File: src/rtl/asteroid_spawner.sv
// Asteroid spawner: waits SPAWN_DELAY frames, samples the random placement
// and loads it into the next free asteroid slot (round-robin).
module asteroid_spawner #(
    parameter int NUM_SLOTS   = 4,
    parameter int SPAWN_DELAY = 60
) (
    input  logic                 iClk,
    input  logic                 iRst,
    input  logic                 iFrameTick,
    input  logic                 iEnable,
    input  logic [2:0]           iDir,
    input  logic [10:0]          iPosX,
    input  logic [10:0]          iPosY,
    input  logic [1:0]           iSize,
    input  logic [NUM_SLOTS-1:0] iSlotFree,
    output logic [NUM_SLOTS-1:0] oLoad,
    output logic [2:0]           oDir,
    output logic [10:0]          oPosX,
    output logic [10:0]          oPosY,
    output logic [1:0]           oSize,
    output logic                 oBusy,
    output logic [7:0]           oSpawnCount
);

    localparam int PW = $clog2(NUM_SLOTS);

    typedef enum logic [1:0] {
        S_IDLE,
        S_WAIT,
        S_SAMPLE,
        S_LOAD
    } state_t;

    state_t        r_state;
    state_t        w_next;
    logic [7:0]    r_cnt;
    logic [PW-1:0] r_ptr;
    logic [PW-1:0] r_sel;
    logic [PW-1:0] w_pick;
    logic          w_found;
    logic [PW:0]   w_idx;
    logic          w_start;

    assign w_start = iEnable && (|iSlotFree);

    // Scan from the highest offset down so the nearest free slot wins.
    always_comb begin
        w_found = 1'b0;
        w_pick  = r_ptr;
        w_idx   = '0;
        for (int i = NUM_SLOTS - 1; i >= 0; i--) begin
            w_idx = {1'b0, r_ptr} + (PW+1)'(i);
            if (w_idx >= (PW+1)'(NUM_SLOTS)) begin
                w_idx = w_idx - (PW+1)'(NUM_SLOTS);
            end
            if (iSlotFree[w_idx[PW-1:0]]) begin
                w_found = 1'b1;
                w_pick  = w_idx[PW-1:0];
            end
        end
    end

    always_comb begin
        w_next = r_state;
        unique case (r_state)
            S_IDLE: begin
                if (w_start) begin
                    w_next = (SPAWN_DELAY == 0) ? S_SAMPLE : S_WAIT;
                end
            end
            S_WAIT: begin
                if (!iEnable) begin
                    w_next = S_IDLE;
                end else if (iFrameTick && r_cnt == 8'd1) begin
                    w_next = S_SAMPLE;
                end
            end
            S_SAMPLE: w_next = w_found ? S_LOAD : S_IDLE;
            S_LOAD:   w_next = S_IDLE;
            default:  w_next = S_IDLE;
        endcase
    end

    always_ff @(posedge iClk or negedge iRst) begin
        if (!iRst) begin
            r_state     <= S_IDLE;
            r_cnt       <= '0;
            r_ptr       <= '0;
            r_sel       <= '0;
            oDir        <= '0;
            oPosX       <= '0;
            oPosY       <= '0;
            oSize       <= '0;
            oSpawnCount <= '0;
        end else begin
            r_state <= w_next;
            unique case (r_state)
                S_IDLE: begin
                    if (w_start) begin
                        r_cnt <= 8'(SPAWN_DELAY);
                    end
                end
                S_WAIT: begin
                    if (iEnable && iFrameTick) begin
                        r_cnt <= r_cnt - 8'd1;
                    end
                end
                S_SAMPLE: begin
                    if (w_found) begin
                        r_sel <= w_pick;
                        oDir  <= iDir;
                        oPosX <= iPosX;
                        oPosY <= iPosY;
                        oSize <= (iSize == 2'b00) ? 2'b11 : iSize;
                    end
                end
                S_LOAD: begin
                    r_ptr <= (r_sel == PW'(NUM_SLOTS - 1)) ? '0 : r_sel + PW'(1);
                    if (oSpawnCount != 8'hFF) begin
                        oSpawnCount <= oSpawnCount + 8'd1;
                    end
                end
                default: ;
            endcase
        end
    end

    assign oLoad = (r_state == S_LOAD) ? (NUM_SLOTS'(1) << r_sel) : '0;
    assign oBusy = (r_state != S_IDLE);

endmodule

File: config.mk
export PLATFORM = sky130hd
export DESIGN_NAME = asteroid_spawner
export DESIGN_NICKNAME = d
export VERILOG_FILES = /design/src/rtl/asteroid_spawner.sv
export SDC_FILE = /design/constraint.sdc
export NUM_CORES = 1
export LEC_CHECK = 0
export CAP_MARGIN = 25
export CORE_UTILIZATION = 46
export DETAILED_ROUTE_END_ITERATION = 12
export PLACE_DENSITY = 0.8
export SETUP_SLACK_MARGIN = 0.5
export SLEW_MARGIN = 20
export SYNTH_ARGS = -nofsm -noshare
export SYNTH_HDL_FRONTEND = slang
export SYNTH_SLANG_ARGS = --single-unit
export TNS_END_PERCENT = 20
File: constraint.sdc
create_clock -name iClk -period 2 [get_ports iClk]
set_input_delay 0.4 -clock iClk [delete_from_list [all_inputs] [get_ports iClk]]
set_output_delay 0.4 -clock iClk [all_outputs]
set_load 0.1 [all_outputs]
* Word level (Yosys, flattened, before mapping)
Index checks and enable logic that the tools add are counted.
** Word-level totals
- Bits in registers :: 49
- Input port bits :: 35
- Output and inout bits :: 40
- Word-level logic and storage cells :: 80
** Cells by class
- $add $sub $neg :: 10
- $lt $le $gt $ge :: 8
- Equality and inequality tests :: 9
- Shift operators :: 1
- Multiplexer cells :: 31
- Reductions and logical operators :: 12
** Operator list (count)
- $mux 2 :: 14
- $mux 8 :: 2
- $pmux 8 s2 :: 1
- $lt 2x3->1 const B :: 4
- $ge 3x3->1 const B :: 3
- $add 8x1->8 const B :: 1
- $bmux 1 s2 :: 4
- $eq 8x1->1 const B :: 1
- $mux 1 :: 8
- $ne 8x8->1 const B :: 1
- $pmux 2 s4 :: 1
- $sub 2x1->2 const B :: 4
- $sub 8x1->8 const B :: 1
- $add 2x2->3 const B :: 2
- $eq 2x2->1 const B :: 3
- $reduce_and 2->1 :: 3
- $logic_not 2->1 :: 2
- $mux 4 :: 1
- $ne 2x2->1 const B :: 2
- $reduce_bool 2->1 :: 2
- $reduce_or 4->1 :: 1
- $shl 1x2->4 const A :: 1
- $add 2x1->3 const B :: 1
- $ge 2x3->1 const B :: 1
- 5 further kinds :: 7

* Depth between registers and ports, before layout
- Word-level depth :: 11
- Depth in mapped cells :: 6
- Gate-level depth less buffers :: 6

* Worst setup path after synthesis
Ideal clock, no wire load.
- Path type :: register -> register
- From :: register oSpawnCount[0]
- To :: register oSpawnCount[1]
- Library setup time :: 126 ps
- Data arrival time :: 2039 ps
- Required time :: 1874 ps
- Setup slack :: -165 ps
- Stages on the path, launching flop included :: 6
- Path buffers :: 0
- Clock period less this slack :: 2165 ps
- Path through :: dfrtp_1 -> ha_1 -> nand3_1 -> nand2b_1 -> nand3_1 -> mux2_2
** On the way
- Cells in the longest elaborated chain, start to end :: 2
- Elaborated cells on any way between the ends :: 3
- Classes of those cells :: add/sub: 1; eq/ne: 1; reduce/logical: 1
** RTL lines
- start: declaration :: RTL line 22 : output logic [7:0] oSpawnCount
- start signal: assignment :: RTL line 120 : oSpawnCount <= oSpawnCount + 8'd1;
- parallel branches: the longest is 2 deep, another holds $add 8x1->8
Several ways; the timed one is not identified.
A chain may end at the register's enable or synchronous reset.

* Worst setup path in the final report
- From :: register r_sel[0]
- To :: output port oLoad[0]
** On the way
- Cells in the longest elaborated chain, start to end :: 2
** RTL lines
- start: declaration :: RTL line 38 : logic [PW-1:0] r_sel;
- start signal: assignment :: RTL line 110 : r_sel <= w_pick;
- $shl 1x2->4 :: RTL line 128 : assign oLoad = (r_state == S_LOAD) ? (NUM_SLOTS'(1) << r_sel) : '0;
- $mux 4 :: RTL line 128
- end: declaration :: RTL line 16 : output logic [NUM_SLOTS-1:0] oLoad,
No other way between the ends.

==> run_results.csv <==
group,metric,value,unit
run_status,outcome,"complete, no violations",
synthesis,yosysWarnings,0,
layout,nets,323,
synthesis,synth_area,0.00233,sq mm
global_route,grt_overflow,0,
synthesis,synth-seq-cells,49,
synthesis,synthArstFlopShare,100,%
layout,area_delta_synth_final,52.1,%
timing,finalSetupViolCount,0,
global_route,antenna_found_initial,0,
clock_network,cts.htree.levels,2,
layout,fillerInstances,311,
timing,finalCritPeriodShare,87.9,%
power_and_ir_drop,power.switching,1.06,mW
drt,drt-initial-drc-count,41,
synthesis,ys_types,34,
die,die-area,0.00536,sq mm
power_and_ir_drop,powerDensity,826,mW/mm^2
die,io_pins,75,
synthesis,ys.flop_type,"dfrtp_1",
power_and_ir_drop,vdd_ir_drop_max,408,uV
clock_network,clock_sinks,49,
worst_setup_path,cp_max_fo,4,
power_and_ir_drop,internal_power,1.87,mW
worst_setup_path,cpPeakStageDelay,460,ps
timing,finalWorstSetupSlack,241,ps
power_and_ir_drop,leakagePower,1.61,nW
job,maxCapViolCount,0,
worst_setup_path,crit_path_start_kind,"flop",
synthesis,postSynthAreaPerCell,12.3,sq um
die,core-area,0.00479,sq mm
timing,tns,0,ps
global_route,grt_pass1_wl,8.39,mm
power_and_ir_drop,p_comb_share,31.8,%
global_route,track_usage,21.0,%
die,fp.dieW,73.2,microns
timing,hold_viol_final,0,
global_route,grt_pass1_vias,1675,
global_route,grt_max_degree,29,
drt,totalWireLength,5.32,mm
layout,final_core_util,74.1,%
drt,routedWlPerCell,15.2,microns
drt,ant_nets,0,
worst_setup_path,critPathCaptureType,"primary output",
worst_setup_path,path_buf_inv,2,
layout,drive_gt1_share,43.3,%
min_path,hold_class,"input pin to async pin",
die,start_util,48.7,%
timing,fmax,569,MHz
drt,drc_errors,0,
worst_setup_path,reg2reg_slack,480,ps
placement,post-place-ws,-139,ps
worst_setup_path,crit_chain,"inv_2, ha_1, and3_4, buf_12",
timing,finalMaxSlewViolations,0,
clock_network,cts_tree,"done",
clock_network,insertion_delay,300,ps
power_and_ir_drop,fin_total_pwr,2.93,mW
placement,dpl.hpwl,3.73,mm
die,fp-row-count,25,
timing,min_period,1760,ps
worst_setup_path,crit_slowest_cell,"dfrtp_2",
worst_setup_path,crit_arrival,1360,ps
layout,antenna_cells,0,
timing,holdWs,112,ps
power_and_ir_drop,switching_share,36.1,%
worst_setup_path,cp.required,1600,ps
die,fp.dieH,73.2,microns
power_and_ir_drop,clkPwrFrac,29.0,%
clock_network,cts_buffer_depth,2,
worst_setup_path,critPathTopFamily,"flip-flops",
timing,rsz0062_at_grt,"yes",
synthesis,synth-edff-count,0,
placement,place_congestion,0.804,
timing,worst-slew-pin-transition,659,ps
drt,vias,1773,
timing,relSlewSlack,56.1,%
clock_network,cts_root_buffer,"clkbuf_8",
clock_network,clk_pin_slew_worst_paths,100,ps
drt,first_pass_iters,4,
synthesis,syn_inst,189,
clock_network,cts_buffers,5,
power_and_ir_drop,power_frac_seq,39.3,%
worst_setup_path,crit_type,"flop to primary output",
synthesis,ys_seq_area_share,52.6,%
synthesis,syn_nets,231,
drt,vias_per_cell,5.08,
timing,worst_clock_skew,4.69,ps
placement,placement.io_buffers,74,
## synth_stat cells (all sizes together) (2+ instances only)
cell    instances  area (sq um)
nand2          15          56.3
nor3b           2          15.0
xor2            3          26.3
nor4            2          18.8
or3             2          12.5
nor2b           5          31.3
o21ai           9          45.0
nand4           4          25.0
nand3           8          40.0
and4            2          17.5
nand4b          2          17.5
xnor2           6          52.6
ha              7          87.6
nor2            8          30.0
dfrtp          49          1230
a21oi           4          20.0
mux2           28           398
inv             7          26.3
nor3            3          15.0
o31ai           2          15.0
clkbuf          3          11.3
buf             4          45.0
a31oi           2          12.5
and3            5          31.3
## placed cells by master, fill, tap and decap left out, types with 5 or more instances in the layout
master,count
o21ai_0,7
ha_1,5
clkdlybuf4s50_1,29
nand2_1,15
clkbuf_8,5
mux2_4,22
nand3_1,5
dfrtp_4,6
buf_12,10
xnor2_1,6
buf_4,44
nor2b_1,5
dfrtp_1,39
nor2_1,8
mux2_2,6
## worst paths after layout
check | startpoint | depth (start not counted) | to
max | r_sel[0]$_DFFE_PN0P_ | 4 | oLoad[0]
min | iRst | 1 | oSpawnCount[0]$_DFFE_PN0P_
max reg2reg | r_state[1]$_DFFE_PN0P_ | 4 | oPosY[6]$_DFFE_PN0P_
min reg2reg | oSize[0]$_DFFE_PN0P_ | 2 | oSize[0]$_DFFE_PN0P_
max in group asynchronous | iRst | 2 | r_sel[1]$_DFFE_PN0P_
min in group iClk | oSize[0]$_DFFE_PN0P_ | 2 | oSize[0]$_DFFE_PN0P_
## stage by stage
| step | std cells | area [sq um] |
|---|---|---|
| after floorplan | 189 | 2420 |
| after global placement | 334 | 3290 |
| after detailed placement | 334 | 3290 |
| after CTS | 344 | 3490 |
| after global routing | 349 | 3550 |
| final | 349 | 3550 |
## per-layer routing
metal / global-route usage (%) / vias to the layer above / part of all wire, %
met3: 4.56 / 5 / 6.6
met5: 0 / - / 0
li1: - / 852 / -
met4: 6.54 / 0 / 1.2
met1: 29.3 / 844 / 46
met2: 32.7 / 72 / 46
## area by class of cell
type / instances / area [sq um] / share of cell area [%]
Multi-Input combinational cell: 126 / 1110 / 31.2
Tap cell: 67 / 83.8 / 2.36
Clock buffer: 5 / 68.8 / 1.94
Sequential cell: 49 / 1250 / 35.3
Clock inverter: 3 / 68.8 / 1.94
Inverter: 7 / 26.3 / 0.740
Timing Repair Buffer: 92 / 938 / 26.4
## state kept, by name (all words and copies together) (netlist names)
name,flops
r_sel,2
oDir,3
r_cnt,8
oSpawnCount,8
r_ptr,2
r_state,2
oPosX,11
oPosY,11
oSize,2
## power groups by stage
stage          registers (mW)  logic, mW  clock network (mW)
2_1_floorplan            1.62      0.181                   0
4_1_cts                  1.15      0.923               0.863
6_report                 1.15      0.930               0.848
5_1_grt                  1.17      0.974               0.914
3_5_place_dp             1.17      0.914                   0
3_3_place_gp             1.16      0.899                   0
## worst register-to-register path, cell delays in order (launching register included)
cell and delay, ps:
dfrtp_1 390, inv_2 60, or3_4 460, buf_12 190, mux2_4 310
## cells by family (layout without fill, tap and decap cells)
kind of cell | after synthesis | in the layout | synth area share [%]
multiplexers | 28 | 28 | 17.1
buffers and inverters | 14 | 107 | 3.54
adder cells (fa/ha/maj) | 7 | 7 | 3.76
AO/OA/AOI/OAI | 20 | 20 | 5.10
AND/OR/NAND/NOR | 62 | 62 | 14.6
XOR/XNOR | 9 | 9 | 3.38
flip-flops | 49 | 49 | 52.6
## what timing repair did
item / 4_1_cts / 5_1_grt
endpoints found under the setup margin: 35 / 39
cloned: 1 / 1
hold buffers: 0 / 0
resized for setup: 14 / 6
buffers inserted: 1 / 4
pin swaps: 3 / 3
(Power assumes the default switching activity.)
